$ cat src/rtl/adsr_pkg.sv
// adsr_pkg: shared types and helpers for the ADSR envelope / VCA voice stage.
//   adsr_state_t : envelope FSM state encoding
//   GAIN_WIDTH   : width of the VCA gain (top bits of the envelope)
//   sat_add      : add with saturation at 2^w-1 (no wrap)
//   sat_sub      : subtract clamped at a floor (no underflow)
// The helpers work on 64-bit containers with the live width passed in, so
// any ENV_WIDTH up to 63 can use them.
package adsr_pkg;

  typedef enum logic [2:0] {
    IDLE    = 3'd0,
    ATTACK  = 3'd1,
    DECAY   = 3'd2,
    SUSTAIN = 3'd3,
    RELEASE = 3'd4
  } adsr_state_t;

  localparam int GAIN_WIDTH = 16;

  // a + b, saturating at 2^w-1. One extra bit of headroom catches the carry.
  function automatic logic [63:0] sat_add(input logic [63:0] a,
                                          input logic [63:0] b,
                                          input int unsigned w);
    logic [64:0] s;
    logic [63:0] mx;
    mx = (64'd1 << w) - 64'd1;
    s  = {1'b0, a} + {1'b0, b};
    if (s >= {1'b0, mx}) sat_add = mx;
    else                 sat_add = s[63:0];
  endfunction

  // a - b, clamped to floor when the true result would be <= floor.
  // b >= a is checked first so the difference is never formed negative.
  function automatic logic [63:0] sat_sub(input logic [63:0] a,
                                          input logic [63:0] b,
                                          input logic [63:0] floor);
    if (b >= a)               sat_sub = floor;
    else if (a - b <= floor)  sat_sub = floor;
    else                      sat_sub = a - b;
  endfunction

endpackage

$ cat src/rtl/adsr_envelope_vca_vca_mult.sv
// adsr_envelope_vca_vca_mult: signed sample x unsigned gain VCA.
//   i_sample_en  : strobe; captures i_sample_in
//   i_sample_in  : signed 16-bit sample
//   i_gain       : unsigned gain, read the cycle after the strobe so it
//                  reflects the envelope update made on the strobe edge
//   o_sample_out : (sample * gain) >>> 16, held between updates
//   o_out_valid  : one-clk pulse when o_sample_out updates
module adsr_envelope_vca_vca_mult
  import adsr_pkg::*;
#(
  parameter int DATA_WIDTH = 16
) (
  input  logic                  clk,
  input  logic                  rst_active_high,
  input  logic                  i_sample_en,
  input  logic [DATA_WIDTH-1:0] i_sample_in,
  input  logic [GAIN_WIDTH-1:0] i_gain,
  output logic [DATA_WIDTH-1:0] o_sample_out,
  output logic                  o_out_valid
);

  localparam int STAGES = 2;
  localparam int PW     = DATA_WIDTH + GAIN_WIDTH + 1;

  logic signed [DATA_WIDTH-1:0] r_s;
  logic [STAGES:1]              r_vld_pipe;
  logic signed [PW-1:0]         w_prod;

  // Gain is zero-extended to keep it positive in the signed multiply.
  assign w_prod = PW'(r_s) * PW'($signed({1'b0, i_gain}));

  always_ff @(posedge clk or posedge rst_active_high) begin
    if (rst_active_high) begin
      r_s          <= '0;
      r_vld_pipe   <= '0;
      o_sample_out <= '0;
    end else begin
      r_vld_pipe <= {r_vld_pipe[STAGES-1:1], i_sample_en};
      if (i_sample_en) r_s <= $signed(i_sample_in);
      // Arithmetic shift floors; keep product bits [31:16].
      if (r_vld_pipe[1]) o_sample_out <= DATA_WIDTH'(w_prod >>> GAIN_WIDTH);
    end
  end

  assign o_out_valid = r_vld_pipe[STAGES];

endmodule

$ cat src/rtl/adsr_envelope_vca.sv
// adsr_envelope_vca: per-voice ADSR envelope generator feeding a VCA.
//   clk, rst_active_high : clock, async active-high reset
//   sample_en            : audio-rate strobe; all envelope state moves only here
//   gate                 : note on/off level, edge-detected per strobe
//   attack/decay/release_rate : per-strobe step (0 = jump immediately)
//   sustain_level        : sustain gain, tracked live in SUSTAIN
//   sample_in/sample_out : signed oscillator sample in, shaped sample out
//   out_valid            : pulse when sample_out updates
//   env_level            : top 16 bits of the envelope
//   active               : envelope not IDLE
module adsr_envelope_vca
  import adsr_pkg::*;
#(
  parameter int ENV_WIDTH  = 24,
  parameter int DATA_WIDTH = 16
) (
  input  logic                  clk,
  input  logic                  rst_active_high,
  input  logic                  sample_en,
  input  logic                  gate,
  input  logic [ENV_WIDTH-1:0]  attack_rate,
  input  logic [ENV_WIDTH-1:0]  decay_rate,
  input  logic [15:0]           sustain_level,
  input  logic [ENV_WIDTH-1:0]  release_rate,
  input  logic [DATA_WIDTH-1:0] sample_in,
  output logic [DATA_WIDTH-1:0] sample_out,
  output logic                  out_valid,
  output logic [15:0]           env_level,
  output logic                  active
);

  localparam int unsigned EW      = ENV_WIDTH;
  localparam logic [ENV_WIDTH-1:0] ENV_MAX = '1;

  adsr_state_t          r_state, w_state_nxt;
  logic [ENV_WIDTH-1:0] r_env, w_env_nxt;
  logic                 r_gate_prev;

  logic [ENV_WIDTH-1:0] w_target, w_att, w_dec, w_rel;
  logic                 w_rise, w_fall;

  assign w_target = {sustain_level, {(ENV_WIDTH-GAIN_WIDTH){1'b0}}};
  assign w_att    = ENV_WIDTH'(sat_add(64'(r_env), 64'(attack_rate), EW));
  assign w_dec    = ENV_WIDTH'(sat_sub(64'(r_env), 64'(decay_rate), 64'(w_target)));
  assign w_rel    = ENV_WIDTH'(sat_sub(64'(r_env), 64'(release_rate), 64'd0));
  assign w_rise   = gate & ~r_gate_prev;
  assign w_fall   = ~gate & r_gate_prev;

  always_ff @(posedge clk or posedge rst_active_high) begin
    if (rst_active_high) begin
      r_state     <= IDLE;
      r_env       <= '0;
      r_gate_prev <= 1'b0;
    end else if (sample_en) begin
      r_state     <= w_state_nxt;
      r_env       <= w_env_nxt;
      r_gate_prev <= gate;
    end
  end

  // Gate edges take priority and leave env untouched, so a retrigger
  // ramps from the current level instead of clicking back to zero.
  always_comb begin
    w_state_nxt = r_state;
    w_env_nxt   = r_env;
    if (w_rise) begin
      w_state_nxt = ATTACK;
    end else if (w_fall && (r_state == ATTACK || r_state == DECAY ||
                            r_state == SUSTAIN)) begin
      w_state_nxt = RELEASE;
    end else begin
      case (r_state)
        IDLE: w_env_nxt = '0;
        ATTACK: begin
          if (attack_rate == '0 || w_att == ENV_MAX) begin
            w_env_nxt   = ENV_MAX;
            w_state_nxt = DECAY;
          end else begin
            w_env_nxt = w_att;
          end
        end
        DECAY: begin
          // w_dec is already clamped, so reaching target means <= target.
          if (decay_rate == '0 || w_dec == w_target) begin
            w_env_nxt   = w_target;
            w_state_nxt = SUSTAIN;
          end else begin
            w_env_nxt = w_dec;
          end
        end
        SUSTAIN: w_env_nxt = w_target;
        RELEASE: begin
          if (release_rate == '0 || w_rel == '0) begin
            w_env_nxt   = '0;
            w_state_nxt = IDLE;
          end else begin
            w_env_nxt = w_rel;
          end
        end
        default: begin
          w_env_nxt   = '0;
          w_state_nxt = IDLE;
        end
      endcase
    end
  end

  assign env_level = r_env[ENV_WIDTH-1 -: GAIN_WIDTH];
  assign active    = (r_state != IDLE);

  adsr_envelope_vca_vca_mult #(.DATA_WIDTH(DATA_WIDTH)) u_vca (
    .clk             (clk),
    .rst_active_high (rst_active_high),
    .i_sample_en     (sample_en),
    .i_sample_in     (sample_in),
    .i_gain          (env_level),
    .o_sample_out    (sample_out),
    .o_out_valid     (out_valid)
  );

endmodule

$ cat config.mk
export PLATFORM = sky130hd
export DESIGN_NAME = adsr_envelope_vca
export DESIGN_NICKNAME = d
export VERILOG_FILES = /design/src/rtl/adsr_pkg.sv /design/src/rtl/adsr_envelope_vca_vca_mult.sv /design/src/rtl/adsr_envelope_vca.sv
export SDC_FILE = /design/constraint.sdc
export NUM_CORES = 1
export LEC_CHECK = 0
export ABC_AREA = 1
export CAP_MARGIN = 20
export CORE_ASPECT_RATIO = 0.7
export CORE_UTILIZATION = 31
export CTS_BUF_LIST = sky130_fd_sc_hd__clkbuf_16
export CTS_CLUSTER_SIZE = 40
export DETAILED_ROUTE_END_ITERATION = 6
export MAX_ROUTING_LAYER = met4
export SYNTH_ARGS = -nofsm -noshare
export SYNTH_HDL_FRONTEND = slang
export SYNTH_SLANG_ARGS = --single-unit
$ cat constraint.sdc
create_clock -name clk -period 7.7 [get_ports clk]
set_input_delay 1.925 -clock clk [delete_from_list [all_inputs] [get_ports clk]]
set_output_delay 1.925 -clock clk [all_outputs]
set_load 0.02 [all_outputs]
==> results of run 1 <==
## per-stage QoR
step	cell area [um^2]	worst slack, ns	utilization
after floorplan	18200	1.77	-
after global placement	20200	0.703	0.353
after detailed placement	20200	0.624	0.353
after CTS	20500	1.02	0.358
after global routing	20500	0.365	0.358
final	20500	0.904	0.358
## state kept, by name, indices dropped and copies added, names as in the netlist
signal and count:
u_vca.r_s 16, u_vca.o_sample_out 16, r_env 24, r_state 3
r_gate_prev 1, u_vca.r_vld_pipe 2
## layer usage
metal	GRT usage	vias to the layer above	share of wire
met2	0.298	672	0.38
met1	0.325	8191	0.51
met3	0.0521	52	0.093
li1	-	8604	-
met5	-	-	0
met4	0.0427	0	0.013
## cell usage after synthesis, types with 5 or more instances
library cell	count
clkbuf_1	72
fa_1	196
nor2_1	167
xnor2_1	21
o211ai_1	8
dfrtp_1	62
nand3_1	140
inv_1	586
o21a_1	5
nand4_1	75
o21ai_0	84
a21oi_1	113
a31oi_1	9
o22ai_1	16
o21ai_1	5
nor3_1	20
buf_4	21
buf_2	10
nor4_1	15
or2_2	27
ha_1	202
xor2_1	34
nand3b_1	18
o21bai_1	7
nand2_1	750
a21o_1	10
mux2_2	15
## cell type report
class / count / area share
sequential: 62 / 0.0756
antenna: 1 / 0.000122
inverter: 591 / 0.108
multi-input combinational: 1968 / 0.676
clock buffer: 9 / 0.0110
tap: 750 / 0.0457
timing repair buffer: 170 / 0.0794
clock inverter: 7 / 0.00396
## worst paths after layout
kind | startpoint | end | slack (ns)
max in group asynchronous | rst_active_high | u_vca.r_s[7]$_DFFE_PP0P_ | 4.91
hold / removal | u_vca.o_sample_out[11]$_DFFE_PP0P_ | u_vca.o_sample_out[11]$_DFFE_PP0P_ | 0.48
min in group asynchronous | rst_active_high | r_env[0]$_DFFE_PP0P_ | 2.15
setup reg to reg | r_env[14]$_DFFE_PP0P_ | u_vca.o_sample_out[14]$_DFFE_PP0P_ | 1.10
hold reg to reg | u_vca.o_sample_out[11]$_DFFE_PP0P_ | u_vca.o_sample_out[11]$_DFFE_PP0P_ | 0.48
setup / recovery | decay_rate[0] | r_env[22]$_DFFE_PP0P_ | 0.90
## worst max-delay path, delay by kind of cell
family / cells / cell delay [ns]
xor gates and xnor gates: 1 / 0.48
buffers and inverters: 2 / 0.60
adders and majority gates: 3 / 0.84
and+or+nand+nor: 25 / 3.19
## cell families (layout without fill, tap and decap cells)
logic type | after synthesis | count (layout) | share of synthesized area
buffers and inverters | 699 | 777 | 0.151
other | 0 | 1 | 0
XOR/XNOR | 55 | 55 | 0.0265
multiplexers | 15 | 15 | 0.00930
AND/OR/NAND/NOR | 1228 | 1228 | 0.289
adder cells (fa/ha/maj) | 398 | 398 | 0.355
AO/OA/AOI/OAI | 272 | 272 | 0.0835
flip-flops | 62 | 62 | 0.0854
==> results.sh, run 1 <==
export IMPL_status="finished clean"
export IMPL_tightest_slew_ns=1.06
export IMPL_hp_class="reg2reg"
export IMPL_drcViolationCount=0
export IMPL_firstDrtPassIters=6
export IMPL_cpMostUsedCell="nand2_1"
export IMPL_drtIter0Drc=1634
export IMPL_area_delta_synth_final_pct=13.0
export IMPL_setup_tns_final_ns=0
export IMPL_grt_pass1_vias=17100
export IMPL_worst_path_max_fanout=36
export IMPL_cts_made_buffers=9
export IMPL_die_area_um2=59600
export IMPL_viasPerCell=4.92
export IMPL_end_kind="flip-flop"
export IMPL_core_um2=57400
export IMPL_worstSkewPairLatency_ns=0.38
export IMPL_die_y_um=205
export IMPL_crit_type="in2reg"
export IMPL_crit_required_ns=7.96
export IMPL_dp_hpwl_um=50100
export IMPL_final_common_cell="nand2_1"
export IMPL_period_minus_slack_ns=6.80
export IMPL_dp_cells=3541
export IMPL_grt_start_max_net_pins=63
export IMPL_grt_pass1_wl_um=98100
export IMPL_synthArstFlopShare=1.00
export IMPL_layout_common_cells="750 x nand2_1, 585 x inv_1, 202 x ha_1"
export IMPL_synth_top_area_share=0.216
export IMPL_hold_depth=2
export IMPL_ant_nets=0
export IMPL_fmax_mhz=147
export IMPL_finalCritPeriodShare=0.883
export IMPL_syn_cell_area_um2=18200
export IMPL_cts_root_buf="clkbuf_16"
export IMPL_drive_gt1_frac=0.0371
export IMPL_cts_sinks=62
export IMPL_num_rows=73
export IMPL_cpMaxStageDelayCell="xor2_1"
export IMPL_post_cts_buffers=0
export IMPL_cts_path_max_buffers=2
export IMPL_ys_types=47
export IMPL_drt_total_wl_um=61700
export IMPL_hold_worst_slack_ns=0.478
export IMPL_synth_ff_latch_count=62
export IMPL_wl_per_cell_um=17.3
export IMPL_ys_flop_type="dfrtp_1"
export IMPL_yosysTopAreaCell="fa_1"
export IMPL_reg2regPathDepth=23
export IMPL_clock_skew_ns=0.0149
export IMPL_hold_violations=0
export IMPL_seq_area_um2=1550
export IMPL_place_congestion=0.987
export IMPL_htreeDepth=3
export IMPL_die_w_um=291
export IMPL_stdcell_count=3558
export IMPL_clk_pin_slew_worst_paths_ns=0.07
export IMPL_setup_viol=0
export IMPL_vias=17500
export IMPL_synth_avg_cell_area_um2=6.66
export IMPL_finalMaxSlewViolations=0
export IMPL_grt_ovfl_total=0
export IMPL_ys_seq_area_frac=0.0854
export IMPL_n_fill_cell=6202
export IMPL_port_buffers=141
export IMPL_slew_headroom=0.294
export IMPL_post_cts_resize_count=0
export IMPL_yosys_warnings=0
export IMPL_initial_core_util=0.317
export IMPL_arrival_ns=7.06
export IMPL_final_nets=3308
export IMPL_grt_usage=0.219
export IMPL_worst_setup_path_start_kind="primary input"
export IMPL_rsz0062_at_grt="false"
export IMPL_drv_cap=0
export IMPL_synth_top_cells_by_area="fa_1 22%, nand2_1 15%, ha_1 14%, inv_1 12%, dfrtp_1 8.5%"
export IMPL_netlist_instances=2729
export IMPL_antenna_found_initial=1
export IMPL_ios=142
export IMPL_cts_tree="done"
export IMPL_cts_hold_buf=0
export IMPL_multi_input_area_um2=13900
export IMPL_slowest_delay_ns=0.48
export IMPL_synthesis_nets=3235
export IMPL_synth_edf_count=0
Power of run 1 is not shown: default switching activity piles up to over one toggle a cycle in this logic, so the estimate is an artifact.
==> run 2: changes to the inputs <==
- CORE_MARGIN: default -> 2
==> run 2 against run 1 <==
Count of clock-buffer cells in the layout is the same. Global-route usage down 0.58 points. Design area about the same. Clock skew grew 0.0033 ns. First-iteration DRC count rose by 5.0%. Critical path depth unchanged. Highest routed layer unchanged. Critical path type unchanged. Final cell count grew 0.20%.
==> results.sh, run 2 (synthesized netlist as in run 1, its figures left out) <==
export IMPL_final_common_cell="nand2_1"
export IMPL_finalMaxSlewViolations=0
export IMPL_viasPerCell=4.92
export IMPL_vias=17500
export IMPL_ios=142
export IMPL_hold_violations=0
export IMPL_cts_root_buf="clkbuf_16"
export IMPL_grt_start_max_net_pins=63
export IMPL_post_cts_buffers=0
export IMPL_hp_class="reg2reg"
export IMPL_grt_usage=0.214
export IMPL_n_fill_cell=6317
export IMPL_cts_hold_buf=0
export IMPL_initial_core_util=0.312
export IMPL_final_nets=3305
export IMPL_die_w_um=293
export IMPL_tightest_slew_ns=1.10
export IMPL_place_ws_ns=0.667
export IMPL_cpMaxStageDelayCell="xor2_1"
export IMPL_slowest_delay_ns=0.54
export IMPL_fmax_mhz=144
export IMPL_slew_headroom=0.269
export IMPL_grtUsageMet2=0.300
export IMPL_grt_pass1_wl_um=97800
export IMPL_layout_common_cells="750 x nand2_1, 585 x inv_1, 202 x ha_1"
export IMPL_cts_path_max_buffers=2
export IMPL_ant_nets=0
export IMPL_end_kind="flip-flop"
export IMPL_cts_sinks=62
export IMPL_worst_path_max_fanout=36
export IMPL_setup_viol=0
export IMPL_clock_skew_ns=0.0182
export IMPL_crit_buf_inv=2
export IMPL_crit_type="in2reg"
export IMPL_drcViolationCount=0
export IMPL_worstSkewPairLatency_ns=0.37
export IMPL_htreeDepth=3
export IMPL_die_area_um2=60600
export IMPL_grt_use_met1=0.330
export IMPL_rsz0062_at_grt="false"
export IMPL_largest_registers="r_env: 24 flops, u_vca.o_sample_out: 16 flops, u_vca.r_s: 16 flops"
export IMPL_place_congestion=0.990
export IMPL_grt_ovfl_total=0
export IMPL_die_y_um=207
export IMPL_setup_tns_final_ns=0
export IMPL_drive_gt1_frac=0.0357
export IMPL_antenna_found_initial=2
export IMPL_crit_required_ns=7.94
export IMPL_drt_total_wl_um=61200
export IMPL_busiest_layer="met1"
export IMPL_cpMostUsedCell="nand2_1"
export IMPL_status="finished clean"
export IMPL_final_core_util=0.353
export IMPL_cts_made_buffers=9
export IMPL_area_delta_synth_final_pct=13.0
export IMPL_cts_tree="done"
export IMPL_top_register="r_env"
export IMPL_finalCritPeriodShare=0.903
export IMPL_fin_ws_ns=0.748
export IMPL_core_um2=58100
export IMPL_period_minus_slack_ns=6.95
export IMPL_dp_hpwl_um=50200
export IMPL_largest_reg_flops=24
export IMPL_clk_pin_slew_worst_paths_ns=0.06
export IMPL_worst_setup_path_start_kind="primary input"
export IMPL_use_met3=0.0271
export IMPL_drtIter0Drc=1716
export IMPL_grt_pass1_vias=17000
export IMPL_post_cts_resize_count=0
export IMPL_wl_per_cell_um=17.2
export IMPL_crit_family="simple AND/OR/NAND/NOR gates"
export IMPL_drv_cap=0
export IMPL_arrival_ns=7.20
export IMPL_firstDrtPassIters=5
export IMPL_port_buffers=141
export IMPL_num_rows=74
## run 2: area by class of cell
cell class	instances	area [um^2]	area share
multi-input combinational	1968	13900	0.676
inverter	591	2220	0.108
clock buffer	9	225	0.0110
timing repair buffer	167	1610	0.0782
sequential	62	1550	0.0756
antenna	1	2.50	0.000122
clock inverter	7	96.3	0.00469
tap	760	951	0.0463
## run 2: worst paths after layout
path	startpoint	end	slack, ns	depth (start not counted)
worst min register to register	u_vca.o_sample_out[4]$_DFFE_PP0P_	u_vca.o_sample_out[4]$_DFFE_PP0P_	0.48	2
worst min-delay path	u_vca.o_sample_out[4]$_DFFE_PP0P_	u_vca.o_sample_out[4]$_DFFE_PP0P_	0.48	2
worst max register to register	r_env[14]$_DFFE_PP0P_	u_vca.o_sample_out[13]$_DFFE_PP0P_	1.03	20
max in group asynchronous	rst_active_high	u_vca.r_s[7]$_DFFE_PP0P_	4.89	3
worst max-delay path	decay_rate[0]	r_env[20]$_DFFE_PP0P_	0.75	31
min in group asynchronous	rst_active_high	u_vca.r_s[6]$_DFFE_PP0P_	2.18	3
## run 2: worst register-to-register path: cells and delay by family, from the launching register on
| family | cells | cell delay (ns) |
|---|---|---|
| adders and majority gates | 7 | 3.35 |
| AOI/OAI and AO/OA | 6 | 1.11 |
| DFF | 1 | 1.07 |
| buffers and inverters | 4 | 0.54 |
| and+or+nand+nor | 3 | 0.49 |
## run 2: layer usage
layer | wire length (um) | up-vias
li1 | - | 8627
met1 | 32400 | 8241
met2 | 23800 | 634
met3 | 4470 | 28
met4 | 511 | 0
met5 | 0 | -
## run 2: through the flow
stage	hold slack, ns	std cells	instance area [um^2]
3_3_place_gp	0.470	3548	20200
6_report	0.477	3565	20500
2_1_floorplan	0.412	2729	18200
3_5_place_dp	0.468	3548	20200
4_1_cts	0.483	3564	20500
5_1_grt	0.505	3565	20500
Power of run 2 is left out for the same reason.
==> run 3: changes to the inputs <==
- clock period: 7.7 -> 8.1 ns (I/O delays scaled with it)
==> run 3 against run 2 <==
Global-route usage is 0.15 points higher. Final cell count is essentially flat. Design area decreased by 0.10%. Core utilization hardly changed. Routed wire length is 0.64% higher. Via count up 0.26%. First-iteration DRC count is 3.9% lower.
==> results.sh, run 3 (synthesized netlist as in run 1, its figures left out) <==
export IMPL_drt_met1_wl_um=31400
export IMPL_seq_area_um2=1550
export IMPL_grt_pass1_wl_um=98300
export IMPL_final_nets=3304
export IMPL_die_w_um=293
export IMPL_fin_ws_ns=1.16
export IMPL_cts_sinks=62
export IMPL_cpMaxStageDelayCell="clkdlybuf4s50_1"
export IMPL_vias=17600
export IMPL_place_ws_ns=0.960
export IMPL_cts_made_buffers=9
export IMPL_hold_depth=2
export IMPL_period_minus_slack_ns=6.94
export IMPL_n_fill_cell=6306
export IMPL_crit_start="decay_rate[3]"
export IMPL_post_cts_resize_count=0
export IMPL_ant_nets=0
export IMPL_ios=142
export IMPL_layout_common_cells="750 x nand2_1, 586 x inv_1, 202 x ha_1"
export IMPL_worst_path_max_fanout=36
export IMPL_post_cts_buffers=0
export IMPL_port_buffers=141
export IMPL_top_register="r_env"
export IMPL_top_layer="met4"
export IMPL_status="finished clean"
export IMPL_num_rows=74
export IMPL_place_area_um2=20200
export IMPL_largest_reg_flops=24
export IMPL_cpMostUsedCell="nand2_1"
export IMPL_firstDrtPassIters=5
export IMPL_grt_start_max_net_pins=63
export IMPL_end_kind="flip-flop"
export IMPL_drive_gt1_frac=0.0353
export IMPL_clk_pin_slew_worst_paths_ns=0.07
export IMPL_wl_met2_um=23800
export IMPL_largest_registers="r_env: 24 flops, u_vca.o_sample_out: 16 flops, u_vca.r_s: 16 flops"
export IMPL_htreeDepth=3
export IMPL_route_met3_wl_um=5450
export IMPL_arrival_ns=7.26
export IMPL_rsz0062_at_grt="false"
export IMPL_die_area_um2=60600
export IMPL_fmax_mhz=144
export IMPL_crit_type="in2reg"
export IMPL_final_common_cell="nand2_1"
export IMPL_cts_hold_buf=0
export IMPL_finalCritPeriodShare=0.857
export IMPL_worst_setup_path_start_kind="primary input"
export IMPL_final_area_um2=20500
export IMPL_drv_cap=0
export IMPL_reg2regPathDepth=24
export IMPL_clock_skew_ns=0.0216
export IMPL_setup_tns_final_ns=0
export IMPL_initial_core_util=0.312
export IMPL_setup_viol=0
export IMPL_slew_headroom=0.287
export IMPL_drcViolationCount=0
export IMPL_hold_violations=0
export IMPL_grt_ovfl_total=0
export IMPL_hp_start="u_vca.o_sample_out[9]$_DFFE_PP0P_"
export IMPL_place_congestion=1.03
export IMPL_viasPerCell=4.93
export IMPL_die_y_um=207
export IMPL_grt_usage=0.215
export IMPL_cts_tree="done"
export IMPL_core_um2=58100
export IMPL_area_delta_synth_final_pct=12.9
export IMPL_crit_required_ns=8.41
export IMPL_wl_per_cell_um=17.3
export IMPL_cts_path_max_buffers=2
export IMPL_timing_rr_start="r_env[12]$_DFFE_PP0P_"
export IMPL_final_core_util=0.353
export IMPL_tightest_slew_ns=1.07
export IMPL_cts_root_buf="clkbuf_16"
export IMPL_hp_class="reg2reg"
export IMPL_slowest_delay_ns=0.46
export IMPL_worstSkewPairLatency_ns=0.37
export IMPL_drt_total_wl_um=61600
export IMPL_dp_hpwl_um=50100
export IMPL_finalMaxSlewViolations=0
export IMPL_grt_pass1_vias=17100
export IMPL_multi_input_area_um2=13900
export IMPL_antenna_found_initial=3
export IMPL_drtIter0Drc=1649
[run 3: routing by layer]
layer  up-vias  GRT usage
li1       8618          -
met1      8254      0.325
met2       649      0.298
met3        54     0.0389
met4         0     0.0374
met5         -          -
[run 3: layout make-up]
cell class	instances	area share
Antenna cell	4	0.000488
Clock buffer	9	0.0110
Clock inverter	7	0.00366
Inverter	591	0.108
Multi-Input combinational cell	1968	0.677
Sequential cell	62	0.0756
Tap cell	760	0.0464
Timing Repair Buffer	166	0.0780
[run 3: worst max-delay path, delay by kind of cell]
kind | cells | cell delay (ns)
and+or+nand+nor | 22 | 2.74
AOI/OAI and AO/OA | 2 | 0.42
adders and majority gates | 2 | 0.69
xor gates and xnor gates | 1 | 0.31
buffers and inverters | 7 | 1.04
[run 3: worst paths after layout]
path / slack (ns) / to
hold reg to reg: 0.48 / u_vca.o_sample_out[9]$_DFFE_PP0P_
setup reg to reg: 1.37 / u_vca.o_sample_out[14]$_DFFE_PP0P_
min in group asynchronous: 2.28 / u_vca.r_s[14]$_DFFE_PP0P_
setup / recovery: 1.16 / r_env[0]$_DFFE_PP0P_
hold / removal: 0.48 / u_vca.o_sample_out[9]$_DFFE_PP0P_
max in group asynchronous: 5.20 / u_vca.r_s[0]$_DFFE_PP0P_
[run 3: metrics by stage]
stage,hold WS [ns],instances
detailed placement,0.472,3547
finish,0.480,3567
floorplan,0.412,2729
global placement,0.472,3547
CTS,0.488,3563
global route,0.507,3565
Power of run 3 is left out for the same reason.
